<file path="src/rtl/seg_scan_ctrl_pkg.sv">
// seg_scan_ctrl shared types.
// Segment type, scan states and hex glyph table.
package seg_pkg;

  typedef logic [6:0] seg_t;

  typedef enum logic {
    IDLE,
    SCAN
  } state_e;

  // {a,b,c,d,e,f,g}, active-high, indexed by hex value
  localparam seg_t SEG_HEX [16] = '{
    7'b1111110, 7'b0110000, 7'b1101101, 7'b1111001,
    7'b0110011, 7'b1011011, 7'b1011111, 7'b1110000,
    7'b1111111, 7'b1111011, 7'b1110111, 7'b0011111,
    7'b1001110, 7'b0111101, 7'b1001111, 7'b1000111
  };

endpackage

</file>
<file path="src/rtl/seg_scan_ctrl_if.sv">
// seg_scan_ctrl content load handshake.
// Master offers digits and mask; slave accepts when ready.
interface seg_scan_ctrl_if #(
  parameter int NDIGITS = 4
);
  logic                   load_valid;
  logic                   load_ready;
  logic [4*NDIGITS-1:0]   load_data;
  logic [NDIGITS-1:0]     load_mask;

  modport master (
    output load_valid,
    output load_data,
    output load_mask,
    input  load_ready
  );

  modport slave (
    input  load_valid,
    input  load_data,
    input  load_mask,
    output load_ready
  );
endinterface

</file>
<file path="src/rtl/seg_scan_ctrl_segmentdisplay.sv">
// segmentdisplay: shared hex to seven-segment decoder.
// x1 is the nibble MSB.
module segmentdisplay
  import seg_pkg::*;
(
  input  logic x1,
  input  logic x2,
  input  logic x3,
  input  logic x4,
  output seg_t seg
);

  // table lookup of the glyph for the selected nibble
  always_comb begin
    seg = SEG_HEX[{x1, x2, x3, x4}];
  end

endmodule

</file>
<file path="src/rtl/seg_scan_ctrl.sv">
// seg_scan_ctrl: multiplexed seven-segment scan controller.
// Content swaps only at frame boundaries.
module seg_scan_ctrl
  import seg_pkg::*;
#(
  parameter int NDIGITS = 4,
  parameter int DIV     = 1000,
  parameter int BLANK   = 2
) (
  input  logic               clk,
  input  logic               rst,
  input  logic               en,
  seg_scan_ctrl_if.slave     ld,
  output logic [NDIGITS-1:0] an,
  output seg_t               seg
);

  localparam int CW = $clog2(DIV);
  localparam int IW = $clog2(NDIGITS);

  state_e               state;
  logic [CW-1:0]        cnt;
  logic [IW-1:0]        idx;
  logic                 pending;
  logic [4*NDIGITS-1:0] act_data;
  logic [4*NDIGITS-1:0] shd_data;
  logic [NDIGITS-1:0]   act_mask;
  logic [NDIGITS-1:0]   shd_mask;

  logic                 xfer;
  logic                 slot_last;
  logic                 frame_last;
  logic                 lit;
  logic [3:0]           nib;
  logic [NDIGITS-1:0]   oh;
  seg_t                 dec;

  assign ld.load_ready = ~pending;
  assign xfer       = ld.load_valid & ~pending;
  assign slot_last  = (cnt == CW'(DIV - 1));
  assign frame_last = slot_last & (idx == IW'(NDIGITS - 1));
  assign lit        = (cnt >= CW'(BLANK));

  // select the active nibble and one-hot anode for the current slot
  always_comb begin
    nib = '0;
    oh  = '0;
    for (int i = 0; i < NDIGITS; i++) begin
      if (idx == IW'(i)) begin
        nib   = act_data[4*i +: 4];
        oh[i] = 1'b1;
      end
    end
  end

  segmentdisplay u_dec (
    .x1  (nib[3]),
    .x2  (nib[2]),
    .x3  (nib[1]),
    .x4  (nib[0]),
    .seg (dec)
  );

  // scan FSM: slot/frame counters, content staging, registered outputs
  always_ff @(posedge clk or posedge rst) begin
    if (rst) begin
      state    <= IDLE;
      cnt      <= '0;
      idx      <= '0;
      pending  <= 1'b0;
      act_data <= '0;
      shd_data <= '0;
      act_mask <= '0;
      shd_mask <= '0;
      an       <= '0;
      seg      <= '0;
    end else begin
      unique case (state)
        IDLE: begin
          an  <= '0;
          seg <= '0;
          if (xfer) begin
            act_data <= ld.load_data;
            act_mask <= ld.load_mask;
            cnt      <= '0;
            idx      <= '0;
            state    <= SCAN;
          end
        end
        SCAN: begin
          seg <= dec;
          an  <= (en && lit) ? (oh & ~act_mask) : '0;
          if (en) begin
            cnt <= slot_last ? '0 : cnt + CW'(1);
            if (slot_last)
              idx <= frame_last ? '0 : idx + IW'(1);
            if (frame_last && pending) begin
              act_data <= shd_data;
              act_mask <= shd_mask;
              pending  <= 1'b0;
            end
          end
          if (xfer) begin
            shd_data <= ld.load_data;
            shd_mask <= ld.load_mask;
            pending  <= 1'b1;
          end
        end
        default: state <= IDLE;
      endcase
    end
  end

endmodule

</file>
<file path="src/flat_wrapper.sv">
// flat-port wrapper written by rule: the top's interface ports become plain ports
module seg_scan_ctrl_flat import seg_pkg::*;
#(
  parameter int NDIGITS = 4,
  parameter int DIV     = 1000,
  parameter int BLANK   = 2
)
  (clk, rst, en, an, seg, ld_load_valid, ld_load_data, ld_load_mask, ld_load_ready);
  seg_scan_ctrl_if #(.NDIGITS(NDIGITS)) ld_i ();
  input  logic clk;
  input  logic rst;
  input  logic en;
  output logic [NDIGITS-1:0] an;
  output seg_t seg;
  input wire logic [$bits(ld_i.load_valid)-1:0] ld_load_valid;
  input wire logic [$bits(ld_i.load_data)-1:0] ld_load_data;
  input wire logic [$bits(ld_i.load_mask)-1:0] ld_load_mask;
  output wire logic [$bits(ld_i.load_ready)-1:0] ld_load_ready;
  assign ld_i.load_valid = ld_load_valid;
  assign ld_i.load_data = ld_load_data;
  assign ld_i.load_mask = ld_load_mask;
  assign ld_load_ready = ld_i.load_ready;
  seg_scan_ctrl #(.NDIGITS(NDIGITS), .DIV(DIV), .BLANK(BLANK)) u_core (.clk(clk), .rst(rst), .en(en), .ld(ld_i), .an(an), .seg(seg));
endmodule
</file>
<file path="config.mk">
export PLATFORM = sky130hd
export DESIGN_NAME = seg_scan_ctrl_flat
export DESIGN_NICKNAME = d
export VERILOG_FILES = /design/src/rtl/seg_scan_ctrl_pkg.sv /design/src/rtl/seg_scan_ctrl_if.sv /design/src/rtl/seg_scan_ctrl_segmentdisplay.sv /design/src/rtl/seg_scan_ctrl.sv /design/src/flat_wrapper.sv
export SDC_FILE = /design/constraint.sdc
export NUM_CORES = 1
export LEC_CHECK = 0
export CAP_MARGIN = 10
export CORE_ASPECT_RATIO = 1.25
export CORE_MARGIN = 1.5
export CORE_UTILIZATION = 60
export DETAILED_ROUTE_END_ITERATION = 16
export PLACE_DENSITY = 0.88
export SLEW_MARGIN = 10
export SYNTH_ARGS = -nofsm -noshare
export SYNTH_HDL_FRONTEND = slang
export SYNTH_SLANG_ARGS = --single-unit
export TNS_END_PERCENT = 100
</file>
<file path="constraint.sdc">
create_clock -name clk -period 4.2 [get_ports clk]
set_input_delay 0.42 -clock clk [delete_from_list [all_inputs] [get_ports clk]]
set_output_delay 0.42 -clock clk [all_outputs]
set_load 0.01 [all_outputs]
</file>
After elaboration in Yosys (flattened, before gate mapping)
Memory sizes are Yosys's and may differ from the RTL's.
Cells that the tools add are included.
Widths: inputs -> output; s select.
{ "op_classes": {"add_sub_neg": 2, "mul": 0, "div_mod_pow": 0, "order_cmp": 2, "n_eq_ne": 8, "shifts": 0, "muxes": 35, "bitwise_logic": 7, "reduce_logical": 10} }
{ "op_table": {"columns": ["cell", "n"], "rows": [
  ["$mux 16", 3],
  ["$mux 4", 8],
  ["$pmux 16 s2", 1],
  ["$mux 10", 3],
  ["$pmux 10 s2", 1],
  ["$pmux 4 s2", 2],
  ["$mux 7", 2],
  ["$pmux 7 s2", 1],
  ["$add 10x1->10 const B", 1],
  ["$eq 10x10->1 const B", 1],
  ["$ge 10x2->1 const B", 1],
  ["$mux 1", 9],
  ["$reduce_and 3->1", 3],
  ["$mux 2", 4],
  ["$ne 2x2->1 const B", 3],
  ["$ge 5x5->1 const B", 1],
  ["$not 4->5", 1],
  ["$and 4x4->4", 1],
  ["$eq 2x2->1 const B", 2],
  ["$not 4->4", 1],
  ["$pmux 2 s2", 1],
  ["$reduce_and 2->1", 2],
  ["$reduce_bool 2->1", 2],
  ["$add 2x1->2 const B", 1],
  ["6 further kinds", 9]
]} }
{ "totals": {"regBits": 65, "latch_bits": 0, "ramBits": 0, "rom_bits": 112, "inputBits": 24, "out_inout_bits": 12, "n_memories": 1} }
{ "mem_list": {"columns": ["name", "depth", "width", "rd", "rd_ports_with_merged_regs", "write_ports", "line", "rtl"], "rows": [
  ["(no name shown)", 16, 7, 1, 0, 0, "seg_scan_ctrl_segmentdisplay.sv:15", "seg = SEG_HEX[{x1, x2, x3, x4}];"]
]} }

Logic depth before layout (Yosys ltp)
{ "depth": {"depth_word": 10, "depth_mapped": 11, "ltp_nobuf": 11} }

Modules after synthesis
A second synthesis with hierarchy kept.
{ "hier_totals": {"hier_cells": 274, "area_unflattened_um2": 3414.5} }
{ "modules_own_cells": {"columns": ["mod", "instances", "cells_each", "area_per_inst_um2", "seq_area_each_um2"], "rows": [
  ["seg_scan_ctrl", 1, 241, 3119.2, 1626.6],
  ["segmentdisplay", 1, 33, 295.3, 0.0]
]} }

Least setup slack after synthesis
No wires, ideal clock.
{ "synth_timing": {"kind": "reg2reg", "from": "register u_core.idx[1]", "to": "register u_core.seg[6]", "arrival_ns": 2.075, "t_required_ns": 4.072, "path_slack_ns": 1.997, "path_stages_with_launch": 12, "path_buffers": 0, "period_less_slack_ns": 2.203, "cell_sequence": "dfrtp_1 -> inv_1 -> ha_1 -> and3b_1 -> a2111oi_2 -> nor2_1 -> inv_1 -> ha_1 -> inv_1 -> and2_1 -> o21ai_0 -> a21oi_1"} }
{ "synth_via": {"elab_chain_len": 10, "word_cells_on_any_way": 13, "cone_classes": "eq/ne (3); mux (7); bitwise (1); reduce/logical (1); memory (1)"} }
{ "synth_rtl": {"columns": ["item", "line", "rtl"], "rows": [
  ["start: declaration", "seg_scan_ctrl.sv:23", "logic [IW-1:0] idx;"],
  ["start signal: assignment", "seg_scan_ctrl.sv:96", "idx <= frame_last ? '0 : idx + IW'(1);"],
  ["$logic_not 2->1", "seg_scan_ctrl.sv:49", "if (idx == IW'(i)) begin"],
  ["$mux 4 (3 in series)", "seg_scan_ctrl.sv:49", null],
  ["$mux 4 *", "seg_scan_ctrl.sv:49", null],
  ["$not 4->5 (implied by the code) *", "seg_scan_ctrl_segmentdisplay.sv:15", null],
  ["$mem_v2 16x7 *", null, null],
  ["$mux 7 (implied by the code) * (2 in series)", "seg_scan_ctrl_segmentdisplay.sv:15", null],
  ["$pmux 7 s2 *", "seg_scan_ctrl.sv:78", "unique case (state)"],
  ["end signal: assignment", "seg_scan_ctrl.sv:76", "seg <= '0;"],
  ["end signal: assignment", "seg_scan_ctrl.sv:81", "seg <= '0;"],
  ["end signal: assignment", "seg_scan_ctrl.sv:91", "seg <= dec;"],
  ["end: declaration", "seg_scan_ctrl.sv:15", "output seg_t seg"]
]} }
Mark *: on every way between the ends. The rest lies on a longest branch, timed or not. The select of a mux whose other input is x is not followed.
A chain may end at the register's enable or synchronous reset.

Final worst setup path
{ "layout_timing": {"from": "register u_core.idx[0]", "to": "register u_core.seg[2]"} }
The elaborated chain is that of the path after synthesis.

==> impl_results.md <==
* Initial antenna violation count at 0
* Number of max-cap violations at 0
* Post-synth EDFFs at 0
* Hold Buf Count CTS at 0
* First-pass GRT wire length at 10.35 mm
* WHS Path Cells at 1
* Setup_tns at 0 ps
* Fin area at about 4000 sq um
* Fin crit share at 62.60%
* Number of standard cells after synthesis at approximately 300
* Synthesized area at around 3400 sq um
* Die footprint at ~6200 sq um
* Instance count on the critical path at 6
* Commonest non-fill, non-tap cell in the layout: dfrtp_1
* Crit. End Element: flop
* Chip Height at 87.76 um
* Root buffer cell: clkbuf_8
* WP buf/inv at 0
* Synth-to-Final Area Change at 16.55%
* CP max stage delay at around 740 ps
* Unrepaired setup endpoints after global routing: false
* Synth cell types at 55
* Vias at 2369
* Port bufs at 35
* Gr ovfl total at 0
* CTS tree: done
* Routed Antenna Nets at 0
* Clk_lat worst skew at around 340 ps
* CP max FO at 16
* Initial DRC Count at roughly 130
* Chip width at between 70 and 80 um
* Fmax at 380.4 MHz
* CTS H-tree depth at 3
* Slew @ Worst Pin at roughly 1000 ps
* Synth async-reset ratio at 100.0%
* Vias in the first global route at 2247
* PD cells at around 370 nW/um^2
* Vias per cell at about 5.8
* FF+latch count, synth at 65
* Worst path required time at between 4000 and 5000 ps
* DRC violations left at 0
* Core area at 5480 sq um
* Setup CP Type: flop to flop
* Cell Chain, Critical Path: ha_1 -> a211oi_1 -> a211oi_2 -> mux2_2 -> mux2i_1 -> nor2_1
* Final Net Count at 372
* Crit path DAT at approximately 2800 ps
* Mapped Nets at between 300 and 400
* Post-DR wirelength/cell at 15.25 um
* # clock sinks at 65
* Share of cells above drive strength 1 at around 21%
* Pin count of the biggest net entering global routing at 38
* Dominant synthesized flop cell: dfrtp_1
* Hold Path Class: flop to flop
* Antenna diodes at 0
* FF-to-FF path depth at 6
* Postcts setup bufs at 0
* Syn avg cell area at roughly 11 sq um
* DP Area at approximately 3800 sq um
* Max Root-Sink Buffers at 2
* Status: completed
* Max-slew violations at 0
* Clock transition at path regs at about 60 ps
* Final wirelength at ~6.2 mm
* CP max-delay cell: a211oi_2
* Peak supply drop at roughly 0.24 mV
* GRT Util Overall at between 20% and 30%
* Clk_skew at ~5.3 ps
* Resize count post-CTS at 0
* Most frequent cells in the layout: dfrtp_1 (65), nand2_1 (39), clkdlybuf4s50_1 (35), mux2_2 (22), mux2i_1 (22)
* Row count at 30
* Slew margin rel. at 33.09%
* Clock buffer count from CTS at 9
* Drt first pass iters at 4
* Setup Viol. Count Final at 0
* Hpwl dp at around 4.3 mm
* IO Pins at 36
* Leak at 0.001837 uW
* Worst setup SP type: flop
* Share of the yosys chip area belonging to registers at 47.17%
* Routability cong. at 0.8211
* Synth Warn # at 0
* Final hold violations at 0
* Largest delay share family, worst path: compound AO/OA/AOI/OAI gates
* Initial Util at 62.92%
* Final min period at around 2600 ps
## state kept, by name, summed over array words and instances, names as in the netlist
name	count
u_core.pending	1
u_core.act_mask	4
u_core.shd_data	16
u_core.act_data	16
u_core.shd_mask	4
u_core.an	4
u_core.idx	2
u_core.seg	7
u_core.cnt	10
u_core.state	1
## per-stage QoR
step / setup WS (ps) / total power (uW) / instances / hold WS (ps) / utilization, %
floorplan: 1997 / 850.0 / 301 / 409.1 / -
global placement: 1680 / 914.5 / 389 / 419.3 / 69.27
detailed placement: 1628 / 923.5 / 389 / 433.1 / 69.27
CTS: 1613 / 1520 / 405 / 444.9 / 73.33
global route: 1350 / 1567 / 405 / 459.3 / 73.33
finish: 1571 / 1505 / 405 / 439.8 / 73.33
## routing by layer
layer | up-vias | share of wire [%] | track usage (%)
li1 | 1146 | - | -
met1 | 1153 | 43 | 25.55
met2 | 52 | 52 | 37.30
met3 | 18 | 2.6 | 3.567
met4 | 0 | 3.1 | 13.72
met5 | - | 0 | 0
## worst register-to-register path, delay by kind of cell, from the launching register on
| kind | cells | cell delay, ps |
|---|---|---|
| and+or+nand+nor | 1 | 90 |
| muxes | 2 | 600 |
| DFF | 1 | 400 |
| AOI/OAI and AO/OA | 2 | 860 |
| adders and majority gates | 1 | 550 |
## layout make-up
type	count	area [sq um]
fillers	369	1461
flip-flops and latches	65	1627
multi-input cells	211	1675
repair buffers	38	372.9
inverters	11	41.29
clock inverters	2	60.06
clock buffers	14	162.7
well taps	64	80.08
## cells in the mapped netlist (2+ instances only)
cell / number / area [sq um]
dfrtp_1: 65 / 1627
nand2_1: 39 / 146.4
mux2_2: 22 / 247.7
mux2i_1: 22 / 220.2
o21ai_2: 20 / 175.2
o21ai_0: 13 / 65.06
ha_1: 12 / 150.1
nor2_1: 11 / 41.29
inv_1: 10 / 37.54
nor2b_1: 6 / 37.54
a21oi_1: 5 / 25.02
buf_6: 5 / 56.30
nor3_1: 5 / 25.02
o31ai_1: 5 / 37.54
nand3_1: 4 / 20.02
nand3b_1: 4 / 30.03
buf_2: 3 / 15.01
buf_4: 3 / 22.52
nor4b_1: 3 / 26.28
a211oi_1: 2 / 15.01
a21o_1: 2 / 15.01
and2_1: 2 / 12.51
clkbuf_1: 2 / 7.510
mux2_1: 2 / 22.52
nor3b_1: 2 / 15.01
o21ai_1: 2 / 10.01
xnor2_1: 2 / 17.52
## power by group
part | internal (uW) | switching, uW
clock network | 368 | 221
logic | 104 | 120
registers | 660 | 32.2
## path summary, 6_finish.rpt
| kind | startpoint | slack (ps) | end |
|---|---|---|---|
| hold reg to reg | u_core.act_mask[1] | 440 | u_core.an[1] |
| hold / removal | u_core.act_mask[1] | 440 | u_core.an[1] |
| setup reg to reg | u_core.idx[0] | 1570 | u_core.seg[2] |
| setup / recovery | u_core.idx[0] | 1570 | u_core.seg[2] |
| max in group asynchronous | rst | 2820 | u_core.pending |
| min in group asynchronous | rst | 530 | u_core.an[2] |
## kinds of logic after synthesis
group	after synthesis	synth area share [%]
compound gates	61	14.40
xor+xnor	3	0.7621
fa+ha+maj	12	4.354
buf+inv	25	4.245
flops	65	47.17
mux	46	14.22
simple gates	89	14.84
Note: power is estimated with default switching activity, not from simulation.
